$ cat config.mk
export PLATFORM = sky130hd
export DESIGN_NAME = im_decompression
export DESIGN_NICKNAME = d
export VERILOG_FILES = /design/src/rtl/im_decompression.sv
export SDC_FILE = /design/constraint.sdc
export NUM_CORES = 1
export LEC_CHECK = 0
export CAP_MARGIN = 20
export CELL_PAD_IN_SITES_DETAIL_PLACEMENT = 0
export CELL_PAD_IN_SITES_GLOBAL_PLACEMENT = 1
export CORE_ASPECT_RATIO = 1.25
export CORE_MARGIN = 2
export CORE_UTILIZATION = 38
export DETAILED_ROUTE_END_ITERATION = 8
export PLACE_DENSITY = 0.9
export SKIP_CTS_REPAIR_TIMING = 1
export SYNTH_ARGS = -nofsm -noshare
export SYNTH_HDL_FRONTEND = slang
export SYNTH_SLANG_ARGS = --single-unit
$ cat constraint.sdc
create_clock -name iclk -period 2.2 [get_ports iclk]
set_clock_uncertainty 0.1 [all_clocks]
set_input_delay 0.44 -clock iclk [delete_from_list [all_inputs] [get_ports iclk]]
set_output_delay 0.44 -clock iclk [all_outputs]
set_load 0.01 [all_outputs]
$ cat src/rtl/im_decompression.sv
// im_decompression: nearest-neighbour upscaler that re-reads each source row pSCALE_Y times
// and writes every source pixel as pSCALE_X consecutive output pixels.
module im_decompression #(
    parameter int pIN_IM_WIDTH  = 160,
    parameter int pIN_IM_HEIGHT = 120,
    parameter int pSCALE_X      = 4,
    parameter int pSCALE_Y      = 4,
    parameter int pDATA_W       = 24,
    localparam int lpOUT_W  = pIN_IM_WIDTH * pSCALE_X,
    localparam int lpC2_IN  = $clog2(pIN_IM_WIDTH * pIN_IM_HEIGHT),
    localparam int lpC2_OUT = $clog2(lpOUT_W * pIN_IM_HEIGHT * pSCALE_Y)
) (
    input  logic                iclk,
    input  logic                irst,
    input  logic [pDATA_W-1:0]  idata_rd,
    output logic [lpC2_IN-1:0]  oaddr_rd,
    output logic                omem_rd_en,
    output logic [pDATA_W-1:0]  odata_wr,
    output logic [lpC2_OUT-1:0] oaddr_wr,
    output logic                omem_wr_en,
    input  logic                iwr_ready,
    input  logic [lpC2_IN-1:0]  ird_base_ptr,
    input  logic [lpC2_OUT-1:0] iwr_base_ptr,
    input  logic                istart_work,
    output logic                omodule_work_f,
    output logic                omodule_done_f
);
    localparam int lpXW = pIN_IM_WIDTH > 1 ? $clog2(pIN_IM_WIDTH) : 1;
    localparam int lpYW = pIN_IM_HEIGHT > 1 ? $clog2(pIN_IM_HEIGHT) : 1;
    localparam int lpKW = pSCALE_X > 1 ? $clog2(pSCALE_X) : 1;
    localparam int lpRW = pSCALE_Y > 1 ? $clog2(pSCALE_Y) : 1;
    localparam logic [lpC2_IN-1:0]  lpRD_STEP = lpC2_IN'(pIN_IM_WIDTH);
    localparam logic [lpC2_OUT-1:0] lpWR_STEP = lpC2_OUT'(lpOUT_W);

    localparam logic [2:0] S_IDLE   = 3'd0;
    localparam logic [2:0] S_RD     = 3'd1;
    localparam logic [2:0] S_LATCH  = 3'd2;
    localparam logic [2:0] S_WR     = 3'd3;
    localparam logic [2:0] S_FINISH = 3'd4;

    logic [2:0]          state;
    logic [lpXW-1:0]     src_x;
    logic [lpYW-1:0]     src_y;
    logic [lpRW-1:0]     rep_y;
    logic [lpKW-1:0]     k;
    logic [lpC2_IN-1:0]  rd_row, rd_addr;
    logic [lpC2_OUT-1:0] wr_row, wr_addr;
    logic [pDATA_W-1:0]  pixel;
    logic                last_k, last_x, last_rep, last_y;

    assign last_k   = k == lpKW'(pSCALE_X - 1);
    assign last_x   = src_x == lpXW'(pIN_IM_WIDTH - 1);
    assign last_rep = rep_y == lpRW'(pSCALE_Y - 1);
    assign last_y   = src_y == lpYW'(pIN_IM_HEIGHT - 1);

    assign omem_rd_en     = state == S_RD;
    assign omem_wr_en     = state == S_WR;
    assign omodule_work_f = state == S_RD || state == S_LATCH || state == S_WR;
    assign omodule_done_f = state == S_FINISH;
    assign oaddr_rd       = rd_addr;
    assign oaddr_wr       = wr_addr;
    assign odata_wr       = pixel;

    // rd_row/wr_row hold the first address of the current source/output row,
    // so every address is reached by adding a constant step instead of multiplying.
    always_ff @(posedge iclk) begin
        if (!irst) begin
            state   <= S_IDLE;
            src_x   <= '0;
            src_y   <= '0;
            rep_y   <= '0;
            k       <= '0;
            rd_row  <= '0;
            rd_addr <= '0;
            wr_row  <= '0;
            wr_addr <= '0;
            pixel   <= '0;
        end else begin
            case (state)
                S_IDLE: if (istart_work) begin
                    rd_row  <= ird_base_ptr;
                    rd_addr <= ird_base_ptr;
                    wr_row  <= iwr_base_ptr;
                    wr_addr <= iwr_base_ptr;
                    src_x   <= '0;
                    src_y   <= '0;
                    rep_y   <= '0;
                    k       <= '0;
                    state   <= S_RD;
                end
                S_RD: state <= S_LATCH;
                S_LATCH: begin
                    pixel <= idata_rd;
                    state <= S_WR;
                end
                S_WR: if (iwr_ready) begin
                    k       <= last_k ? '0 : k + lpKW'(1);
                    wr_addr <= wr_addr + lpC2_OUT'(1);
                    if (last_k) begin
                        src_x <= last_x ? '0 : src_x + lpXW'(1);
                        state <= S_RD;
                        if (!last_x) begin
                            rd_addr <= rd_addr + lpC2_IN'(1);
                        end else begin
                            wr_row  <= wr_row + lpWR_STEP;
                            wr_addr <= wr_row + lpWR_STEP;
                            rep_y   <= last_rep ? '0 : rep_y + lpRW'(1);
                            if (!last_rep) begin
                                rd_addr <= rd_row;
                            end else begin
                                rd_row  <= rd_row + lpRD_STEP;
                                rd_addr <= rd_row + lpRD_STEP;
                                src_y   <= last_y ? '0 : src_y + lpYW'(1);
                                state   <= last_y ? S_FINISH : S_RD;
                            end
                        end
                    end
                end
                S_FINISH: state <= S_IDLE;
                default: state <= S_IDLE;
            endcase
        end
    end
endmodule

==> run_results.csv <==
group,metric,value,unit
yosys,synth_area_leaders,"dfxtp_1, nand2_1, a21oi_1",
cells_and_area,final_cells,1218,
power,p_leak,3.31,nW
clocking,cts_sinks,114,
power,ir_drop,0.474,mV
route,ant_nets,0,
power,p_per_area,685,nW/µm²
setup_path,cp_data_arrival_time,2.33,ns
yosys,synth_ff_type,"dfxtp_1",
yosys,synthCells,821,
setup_path,worstPathMaxFanout,9,
route,routed_wl,20000,µm
route,drc,0,
yosys,synth.cells.most_frequent,"nand2_1, dfxtp_1, a21oi_1",
yosys,synth_top_area_share,36.1,%
sta,finalCritPeriodShare,96.7,%
floorplan,die-area,17700,µm²
floorplan,fp.coreArea,16200,µm²
route,dr_total_vias,6706,
place,place_area,8230,µm²
yosys,synth_edf_count,0,
cells_and_area,drive_above_1_share,14.9,%
setup_path,max_stage_delay,0.52,ns
sta,tightestPinTransition,0.528,ns
yosys,netlist_area,6310,µm²
global_route,antenna_found_initial,0,
clocking,cts_tree,"yes",
floorplan,row_count,52,
setup_path,startpoint_type,"input port",
yosys,synth_area_leader_cell,"dfxtp_1",
global_route,grt_pass1_vias,6255,
setup_path,critPathCaptureType,"register",
route,drt_iter0_drc,494,
global_route,grt_max_degree,37,
place,dpl.hpwl,14300,µm
floorplan,die_h,148,µm
yosys,ys_ff_latch,114,
sta,setup_viol,0,
sta,period_needed,2.13,ns
floorplan,fp.dieW,119,µm
status,outcome,"finished clean",
floorplan,io_pins,124,
clocking,clk_pin_slew,0.06,ns
clocking,root_buffer,"clkbuf_16",
yosys,ys_warn_count,0,
route,drt-pass1-iter-count,5,
cells_and_area,nNetsFinal,1059,
setup_path,r2r_slack,0.11,ns
cells_and_area,post-route-cell-area,8840,µm²
sta,slew-limit-headroom,64.8,%
setup_path,crit_slowest_cell,"clkdlybuf4s50_1",
yosys,synth_fp_nets,891,
setup_path,cp.required,2.41,ns
global_route,overflow,0,
sta,report.final.hold_viol_count,0,
yosys,synth.most_common_cell,"nand2_1",
power,power,0.00606,W
cells_and_area,fill_cells,1556,
clocking,htree_levels,4,
place,dp.cells,1183,
sta,fmax,0.470,GHz
clocking,numCtsBuffers,17,
global_route,track_usage,22.4,%
yosys,synth_cell_types,79,
yosys,async_reset_ff_share,0,%
cells_and_area,diodes,0,
yosys,ys_seq_area_share,36.1,%
sta,slew_violations,0,
clocking,clockBufferDepth,2,
setup_path,crit_buf_inv,2,
place,io_buffer_count,123,
yosys,syn_area_per_cell,7.69,µm²
place,gp_routability_congestion,0.815,
floorplan,initial_core_util,39.0,%
route,vias_per_cell,5.51,
flow_run,maxCapViolations,0,
setup_path,critical_path_class,"in2reg",
setup_path,crit_family,"buffers and inverters",
setup_path,path_cells,"clkdlybuf4s50_1 -> or4b_4 -> nand2_2 -> o21ai_2 -> buf_4 -> a221oi_1 -> a211oi_1",
clocking,clk_latency,0.42,ns
global_route,grt_pass1_wl,31900,µm
cells_and_area,syn_to_final_growth,40.0,%
min_path,min_path_type,"reg2reg",
route,wire_per_inst,16.5,µm
-- logic make-up (layout without fill, tap and decap cells) --
logic type	after synthesis	count (layout)	synth area share, %
buffers and inverters	71	252	5.39
DFF	114	114	36.1
muxes	2	2	0.317
AOI/OAI and AO/OA	250	250	25.5
and+or+nand+nor	342	342	26.3
adders and majority gates	8	8	1.59
xor gates and xnor gates	34	34	4.72
-- final cells by class --
type                    count  area (µm²)  area share (%)
clock buffers              17         425            4.81
repair buffers            211        1980            22.4
well taps                 216         270            3.06
inverters                   9        36.3           0.411
flip-flops and latches    114        2280            25.8
multi-input cells         636        3720            42.1
clock inverters            15         124            1.40
-- worst reg2reg max path: stages (launching register included) --
cell      delay [ns]
dfxtp_1         0.33
nand3b_1        0.25
buf_4           0.20
buf_4           0.16
buf_4           0.21
a32oi_1         0.33
a21boi_0        0.23
o21ba_2         0.14
nor3_1          0.05
-- through the flow --
stage          setup WS (ns)  setup TNS (ns)  util (%)  hold slack (ns)
5_1_grt              -0.0158         -0.0158      54.5            0.366
6_report              0.0732               0      54.5            0.352
3_5_place_dp          -0.383          -15.41      50.8            0.346
4_1_cts               -0.213          -0.486      54.2            0.354
3_3_place_gp          -0.357          -13.61      50.8            0.339
2_1_floorplan          0.165               0         -            0.332
-- flip-flops by register name, indices dropped and copies added (netlist names) --
name / count
oaddr_rd: 15
state: 3
oaddr_wr: 19
rep_y: 2
wr_row: 19
src_x: 8
src_y: 7
rd_row: 15
k: 2
odata_wr: 24
-- final timing paths --
| kind | from | end | cells after the start |
|---|---|---|---|
| worst max register to register | state[2]$_SDFFE_PN0P_ | oaddr_wr[15]$_SDFFE_PN0P_ | 8 |
| worst max-delay path | istart_work | oaddr_rd[10]$_SDFFE_PN0P_ | 7 |
| worst min-delay path | rd_row[3]$_SDFFE_PN0P_ | rd_row[3]$_SDFFE_PN0P_ | 2 |
| worst min register to register | rd_row[3]$_SDFFE_PN0P_ | rd_row[3]$_SDFFE_PN0P_ | 2 |
-- layer usage --
metal	routed length, µm	vias to the layer above	track usage, %	share of wire, %
met5	0	-	0	0
met1	8600	3108	27.7	43
met4	463	0	8.18	2.3
met3	1190	41	5.29	5.9
met2	9790	235	37.9	49
li1	-	3322	-	-
-- layout by cell type, fill, tap and decap left out, types with 10 or more instances in the layout --
cell,Yosys,final
nand4_1,17,17
xnor2_1,14,14
dfxtp_1,114,114
xor2_1,20,20
nand2_1,138,138
a21oi_1,87,87
o21ai_0,47,47
or3_1,11,10
clkbuf_16,0,17
a31oi_1,22,22
clkdlybuf4s50_1,0,119
nor2_1,54,53
buf_4,2,82
nor3_1,20,19
o21a_1,11,11
nand3_1,40,40
nor4_1,13,13
o211ai_1,10,10
-- report_power, final --
part           total, W  switching [W]  internal (W)  leakage [nW]
logic           0.00112       0.000551      0.000572          2.12
clock network   0.00259        0.00112       0.00147         0.262
registers       0.00235       0.000145       0.00220         0.932
Note: power is estimated with default switching activity, not from simulation.
